$ cat src/rtl/cache_ri_ctrl.sv
// cache_ri_ctrl: refill / uncached-IO sequencer behind the cache front end.
// Ports: cmd valid/ready channel (cmd, req_*), IO read return (io_*),
//   memory master (m1_*), data/tag/readable-byte RAM write ports (data_*, tag_*, dre_*).
module cache_ri_ctrl #(
    parameter int DATA_ADDR_WIDTH = 9,
    parameter int LINE_LOG2       = 4,
    parameter int MAX_OUTSTANDING = 4
) (
    input  logic                                 clk,
    input  logic                                 rest,
    input  logic [3:0]                           cmd,
    input  logic                                 cmd_valid,
    output logic                                 cmd_ready,
    input  logic [31:0]                          req_address,
    input  logic                                 req_write,
    input  logic [3:0]                           req_byteEnable,
    input  logic [31:0]                          req_writeData,
    input  logic [1:0]                           req_way,
    output logic [31:0]                          io_readData,
    output logic                                 io_readValid,
    output logic [31:0]                          m1_address,
    output logic [3:0]                           m1_byteEnable,
    output logic                                 m1_read,
    output logic                                 m1_write,
    output logic [31:0]                          m1_writeData,
    input  logic                                 m1_waitRequest,
    input  logic [31:0]                          m1_readData,
    input  logic                                 m1_readDataValid,
    output logic [DATA_ADDR_WIDTH-1:0]           data_wAddr,
    output logic [1:0]                           data_wCh,
    output logic [31:0]                          data_wData,
    output logic                                 data_wEn,
    output logic [3:0]                           data_wByteEn,
    output logic [DATA_ADDR_WIDTH-LINE_LOG2-1:0] tag_wAddr,
    output logic [31:0]                          tag_wData,
    output logic                                 tag_wEn,
    output logic                                 dre_wEn,
    output logic [7:0]                           dre_wData
);
    localparam int TAG_W = 32 - DATA_ADDR_WIDTH - 2;
    localparam int SET_W = DATA_ADDR_WIDTH - LINE_LOG2;
    localparam int CNT_W = LINE_LOG2 + 1;
    localparam logic [CNT_W-1:0] LINE_WORDS = CNT_W'(1 << LINE_LOG2);
    localparam logic [CNT_W-1:0] LAST_WORD  = CNT_W'((1 << LINE_LOG2) - 1);
    localparam logic [CNT_W-1:0] MAX_OUT    = CNT_W'(MAX_OUTSTANDING);
    localparam logic [3:0] CMD_RB   = 4'd1;
    localparam logic [3:0] CMD_IORW = 4'd2;

    typedef enum logic [2:0] {
        S_IDLE,
        S_CTRL,
        S_IO_REQ,
        S_IO_WAIT,
        S_RB_RUN,
        S_TAG_WR,
        S_DONE
    } state_t;

    state_t            r_state;
    state_t            w_state_nxt;
    logic [29:0]       r_aw;
    logic [1:0]        r_way;
    logic              r_write;
    logic [3:0]        r_be;
    logic [31:0]       r_wdata;
    logic [CNT_W-1:0]  r_iss;
    logic [CNT_W-1:0]  r_rcv;
    logic [31:0]       r_io_rdata;
    logic              r_io_rvalid;

    logic [SET_W-1:0]  w_set;
    logic [TAG_W-1:0]  w_tag;
    logic [31:0]       w_tag_word;
    logic [CNT_W-1:0]  w_inflight;
    logic              w_iss_ok;
    logic              w_iss_acc;
    logic              w_ret;
    logic              w_unused;

    // Byte offset is irrelevant: every memory access is word aligned.
    assign w_unused   = ^req_address[1:0];

    assign w_set      = r_aw[DATA_ADDR_WIDTH-1:LINE_LOG2];
    assign w_tag      = r_aw[29:DATA_ADDR_WIDTH];
    assign w_tag_word = {{(31 - TAG_W){1'b0}}, 1'b1, w_tag};

    // Issue window: stop at end of line or when the in-flight limit is reached.
    assign w_inflight = r_iss - r_rcv;
    assign w_iss_ok   = (r_iss < LINE_WORDS) && (w_inflight < MAX_OUT);
    assign w_iss_acc  = (r_state == S_RB_RUN) && w_iss_ok && !m1_waitRequest;
    // Returns beyond the line are stray and dropped.
    assign w_ret      = (r_state == S_RB_RUN) && m1_readDataValid
                        && (r_rcv < LINE_WORDS);

    assign io_readData  = r_io_rdata;
    assign io_readValid = r_io_rvalid;

    always_ff @(posedge clk or posedge rest) begin
        if (rest) begin
            r_state <= S_IDLE;
        end else begin
            r_state <= w_state_nxt;
        end
    end

    always_ff @(posedge clk or posedge rest) begin
        if (rest) begin
            r_aw        <= '0;
            r_way       <= '0;
            r_write     <= 1'b0;
            r_be        <= '0;
            r_wdata     <= '0;
            r_iss       <= '0;
            r_rcv       <= '0;
            r_io_rdata  <= '0;
            r_io_rvalid <= 1'b0;
        end else begin
            r_io_rvalid <= 1'b0;
            if (r_state == S_IDLE && cmd_valid) begin
                r_aw    <= req_address[31:2];
                r_way   <= req_way;
                r_write <= req_write;
                r_be    <= req_byteEnable;
                r_wdata <= req_writeData;
                r_iss   <= '0;
                r_rcv   <= '0;
            end
            if (w_iss_acc) begin
                r_iss <= r_iss + CNT_W'(1);
            end
            if (w_ret) begin
                r_rcv <= r_rcv + CNT_W'(1);
            end
            if (r_state == S_IO_WAIT && m1_readDataValid) begin
                r_io_rdata  <= m1_readData;
                r_io_rvalid <= 1'b1;
            end
        end
    end

    always_comb begin
        w_state_nxt   = r_state;
        cmd_ready     = 1'b0;
        m1_address    = '0;
        m1_byteEnable = '0;
        m1_read       = 1'b0;
        m1_write      = 1'b0;
        m1_writeData  = '0;
        data_wAddr    = '0;
        data_wCh      = '0;
        data_wData    = '0;
        data_wEn      = 1'b0;
        data_wByteEn  = '0;
        dre_wEn       = 1'b0;
        dre_wData     = '0;
        tag_wAddr     = '0;
        tag_wData     = '0;
        tag_wEn       = 1'b0;
        unique case (r_state)
            S_IDLE: begin
                if (cmd_valid) begin
                    if (cmd == CMD_RB) begin
                        w_state_nxt = S_RB_RUN;
                    end else if (cmd == CMD_IORW) begin
                        w_state_nxt = S_IO_REQ;
                    end else begin
                        w_state_nxt = S_CTRL;
                    end
                end
            end
            S_CTRL: begin
                w_state_nxt = S_DONE;
            end
            S_IO_REQ: begin
                m1_address    = {r_aw, 2'b00};
                m1_byteEnable = r_be;
                m1_read       = !r_write;
                m1_write      = r_write;
                m1_writeData  = r_wdata;
                if (!m1_waitRequest) begin
                    w_state_nxt = r_write ? S_DONE : S_IO_WAIT;
                end
            end
            S_IO_WAIT: begin
                if (m1_readDataValid) begin
                    w_state_nxt = S_DONE;
                end
            end
            S_RB_RUN: begin
                m1_address   = {r_aw[29:LINE_LOG2], r_iss[LINE_LOG2-1:0], 2'b00};
                m1_read      = w_iss_ok;
                m1_byteEnable = w_iss_ok ? 4'hF : 4'h0;
                data_wAddr   = {w_set, r_rcv[LINE_LOG2-1:0]};
                data_wCh     = r_way;
                data_wByteEn = 4'hF;
                if (w_ret) begin
                    data_wData = m1_readData;
                    data_wEn   = 1'b1;
                    dre_wEn    = 1'b1;
                    dre_wData  = 8'hFF;
                    // Leave on the last word's write; tag goes in next cycle.
                    if (r_rcv == LAST_WORD) begin
                        w_state_nxt = S_TAG_WR;
                    end
                end
            end
            S_TAG_WR: begin
                tag_wEn     = 1'b1;
                tag_wAddr   = w_set;
                tag_wData   = w_tag_word;
                w_state_nxt = S_DONE;
            end
            S_DONE: begin
                cmd_ready   = 1'b1;
                w_state_nxt = S_IDLE;
            end
            default: begin
                w_state_nxt = S_IDLE;
            end
        endcase
    end
endmodule

$ cat config.mk
export PLATFORM = sky130hd
export DESIGN_NAME = cache_ri_ctrl
export DESIGN_NICKNAME = d
export VERILOG_FILES = /design/src/rtl/cache_ri_ctrl.sv
export SDC_FILE = /design/constraint.sdc
export NUM_CORES = 1
export LEC_CHECK = 0
export ABC_AREA = 1
export CAP_MARGIN = 15
export CORE_MARGIN = 2
export CORE_UTILIZATION = 41
export CTS_CLUSTER_SIZE = 12
export DETAILED_ROUTE_END_ITERATION = 7
export PLACE_DENSITY_LB_ADDON = 0.1
export REMOVE_ABC_BUFFERS = 1
export SLEW_MARGIN = 20
export SYNTH_ARGS = -nofsm -noshare
export SYNTH_HDL_FRONTEND = slang
export SYNTH_SLANG_ARGS = --single-unit
$ cat constraint.sdc
create_clock -name clk -period 5.96 [get_ports clk]
set_clock_uncertainty 0.1 [all_clocks]
set_input_delay 1.788 -clock clk [delete_from_list [all_inputs] [get_ports clk]]
set_output_delay 1.788 -clock clk [all_outputs]
set_load 0.01 [all_outputs]
==> summary.md <==
| Metric | Value |
|---|---|
| Most used cell, CP | `clkdlybuf4s50_1` |
| Status | `finished, final reports clean` |
| Worst Hold Launch | `io_readData[9]$_DFFE_PP0P_` |
| Finished Cell Area | `0.00942 sq mm` |
| Drt pass-1 iters | `4` |
| Setup CP Type | `in2out` |
| Area after DPL | `0.00887 sq mm` |
| Chip width | `126 microns` |
| GP Congestion | `0.799` |
| Critical path's slowest cell | `clkdlybuf4s50_1` |
| Worst reg2reg setup slack | `3.67 ns` |
| CP max FO | `32` |
| Std cell rows | `44` |
| Ys Warns | `0` |
| Detail Placement HPWL | `11900 microns` |
| CTS Hold Bufs | `0` |
| Post-CTS setup buffer count | `0` |
| TNS Setup | `0 ns` |
| Area of the mapped netlist | `0.00608 sq mm` |
| Post-synthesis sequential area ratio | `47.3%` |
| Clock sinks | `115` |
| Final worst path period need | `5.32 ns` |
| Slew @ Worst Pin | `0.977 ns` |
| Fill count | `1274` |
| Hold Crit Depth | `2` |
| Crit-path max cell delay | `0.55 ns` |
| Final hold vios | `0` |
| Antenna viol nets, final | `0` |
| Clk_lat worst skew | `0.41 ns` |
| Root Driver | `clkbuf_16` |
| Maximum vdd drop | `0.348 mV` |
| ANT cells | `0` |
| Max Slew Vio Count | `0` |
| R2r endpoint | `r_wdata[10]$_DFFE_PP0P_` |
| R2R Path Start | `r_state[2]$_DFFE_PP0P_` |
| Commonest non-fill, non-tap cell in the layout | `clkdlybuf4s50_1` |
| Critical Path AT | `3.43 ns` |
| Syn-to-layout area delta | `55.0%` |
| Nets | `1127` |
| Vias in the first global route | `5176` |
| PD cells | `475 mW/mm^2` |
| Max Cap Violations | `0` |
| Crit path launch type | `primary input` |
| Chip Height | `126 microns` |
| #FFs+latches synth | `115` |
| First-pass GRT wire length | `26600 microns` |
| Synth unique cells | `31` |
| Worst Path Required | `4.07 ns` |
| Commonest non-fill, non-tap cells in the layout | `clkdlybuf4s50_1, nand2_1, nor2_1, inv_1, dfrtp_1` |
| Worst slew margin | `34.7%` |
| HP Class | `reg2reg` |
| Drt wl/cell | `13.6 microns` |
| Syn Area/Cell | `8.26 sq um` |
| Initial core utilization | `41.8%` |
| CTS tree | `built` |
| I/O pin count | `311` |
| Initial antenna violation count | `0` |
| Worst Setup End Kind | `output port` |
| Total die area | `0.0158 sq mm` |
| Crit share post-route | `89.3%` |
| Layout cells sized above 1 | `12.0%` |
| Total GRT Usage | `20.9%` |
| Hold Crit Endpoint | `io_readData[9]$_DFFE_PP0P_` |
| Worst reg2reg path depth | `8` |
| Routed vias | `5510` |
| DRT Wirelength | `16400 microns` |
| Drt via density | `4.57` |
| Post-cts resize count | `0` |
| Core area | `0.0145 sq mm` |
| Leak | `4.33 nW` |
| Buffers on Ports | `296` |
| CP Cell Sequence | `clkdlybuf4s50_1 -> nand3_2 -> buf_4 -> nor2_1 -> clkdlybuf4s50_1` |
| GRT Residual Overflow | `0` |
| TritonCTS Buffers | `17` |
| Fmax | `188 MHz` |
| Initial drt markers | `281` |
| H-tree depth | `4` |
| RSZ-0062 raised after global routing | `false` |
| CTS clk-pin slew, worst paths | `0.05 ns` |
| DRC | `0` |
| Gate Count Post-Synth | `736` |
| Largest net degree at the start of global routing | `94` |
| Finish-stage setup viols | `0` |
| CTS Buffer Depth | `2` |
logic make-up (layout without fill, tap and decap cells):
group | after synthesis | after routing | synth area share [%]
AOI/OAI and AO/OA | 120 | 120 | 14.2
xor gates and xnor gates | 4 | 4 | 0.576
adders and majority gates | 6 | 6 | 1.23
buffers and inverters | 184 | 458 | 15.7
DFF | 115 | 115 | 47.3
other | 1 | 12 | 0.0617
and+or+nand+nor | 306 | 306 | 20.8
worst max path at each step:
stage / slack [ns] / cells past startpoint / to / from
6_report: 0.64 / 5 / data_wData[13] / m1_readDataValid
2_1_floorplan: 1.03 / 1 / io_readData[0]$_DFFE_PP0P_ / rest
5_1_grt: 0.51 / 5 / data_wData[22] / m1_readDataValid
3_3_place_gp: 0.68 / 5 / data_wData[18] / m1_readDataValid
4_1_cts: 0.63 / 5 / data_wData[22] / m1_readDataValid
3_5_place_dp: 0.64 / 5 / data_wData[22] / m1_readDataValid
critical path: cells and delay by family:
| kind | cells | cell delay [ns] |
|---|---|---|
| AND/OR/NAND/NOR | 2 | 0.28 |
| buffers and inverters | 3 | 1.35 |
synth_stat cells:
cell       count  area share [%]
o2111ai_1      1            0.14
o21ai_0       12            0.99
nand3_4        1            0.29
a21oi_1        1           0.082
nand4_2        1            0.21
nor3_2         2            0.33
nor2_8         1            0.33
nand2_2        3            0.31
o211ai_1       1            0.12
nor3_1         2            0.16
nand3_2        1            0.16
nand3_1       13             1.1
xnor2_1        1            0.14
xor2_1         3            0.43
dfrtp_1      115              47
nor2_1       136             8.4
inv_1        116             7.2
or2_2          1            0.10
nand2_1      141             8.7
inv_2         10            0.62
o22ai_1        6            0.62
buf_4         27             3.3
o21ai_1       32             2.6
o21ai_2       67             9.7
nor2_4         3            0.56
buf_6         21             3.9
buf_2          6            0.49
conb_1         1           0.062
nand2_4        1            0.19
ha_1           6             1.2
clkbuf_1       4            0.25
sequential cells by signal, indices dropped and copies added (netlist names):
signal	flops
io_readData	32
r_be	4
io_readValid	1
r_iss	5
r_rcv	5
r_way	2
r_state	3
r_aw	30
r_write	1
r_wdata	32
area by class of cell:
| type | count | area, sq um | area share [%] |
|---|---|---|---|
| clock inverters | 5 | 50.0 | 0.531 |
| multi-input cells | 448 | 2290 | 24.3 |
| clock buffers | 26 | 499 | 5.30 |
| repair buffers | 301 | 3000 | 31.8 |
| flip-flops and latches | 115 | 2880 | 30.5 |
| inverters | 126 | 480 | 5.10 |
| well taps | 184 | 230 | 2.44 |
per-stage QoR:
step	power, mW	hold WS [ns]	setup slack, ns	std cells	util [%]
floorplan	2.50	0.349	1.03	689	-
global placement	3.53	0.364	0.677	1174	61.1
detailed placement	3.57	0.377	0.641	1174	61.1
CTS	4.53	0.390	0.632	1205	64.8
global route	4.81	0.415	0.512	1205	64.8
finish	4.47	0.386	0.639	1205	64.8
metal layers:
layer | vias up | wire length, microns | global-route usage [%]
li1 | 2760 | - | -
met1 | 2518 | 7000 | 26.5
met2 | 207 | 7840 | 34.6
met3 | 25 | 1180 | 5.65
met4 | 0 | 339 | 7.56
met5 | - | 0 | 0
power by group:
part	total (mW)	switching, mW	internal (mW)
Combinational	2.26	1.20	1.06
Clock	0.937	0.326	0.611
Sequential	1.27	0.136	1.14
Total	4.47	1.66	2.81
No activity file was read; power rests on OpenSTA's default activity.
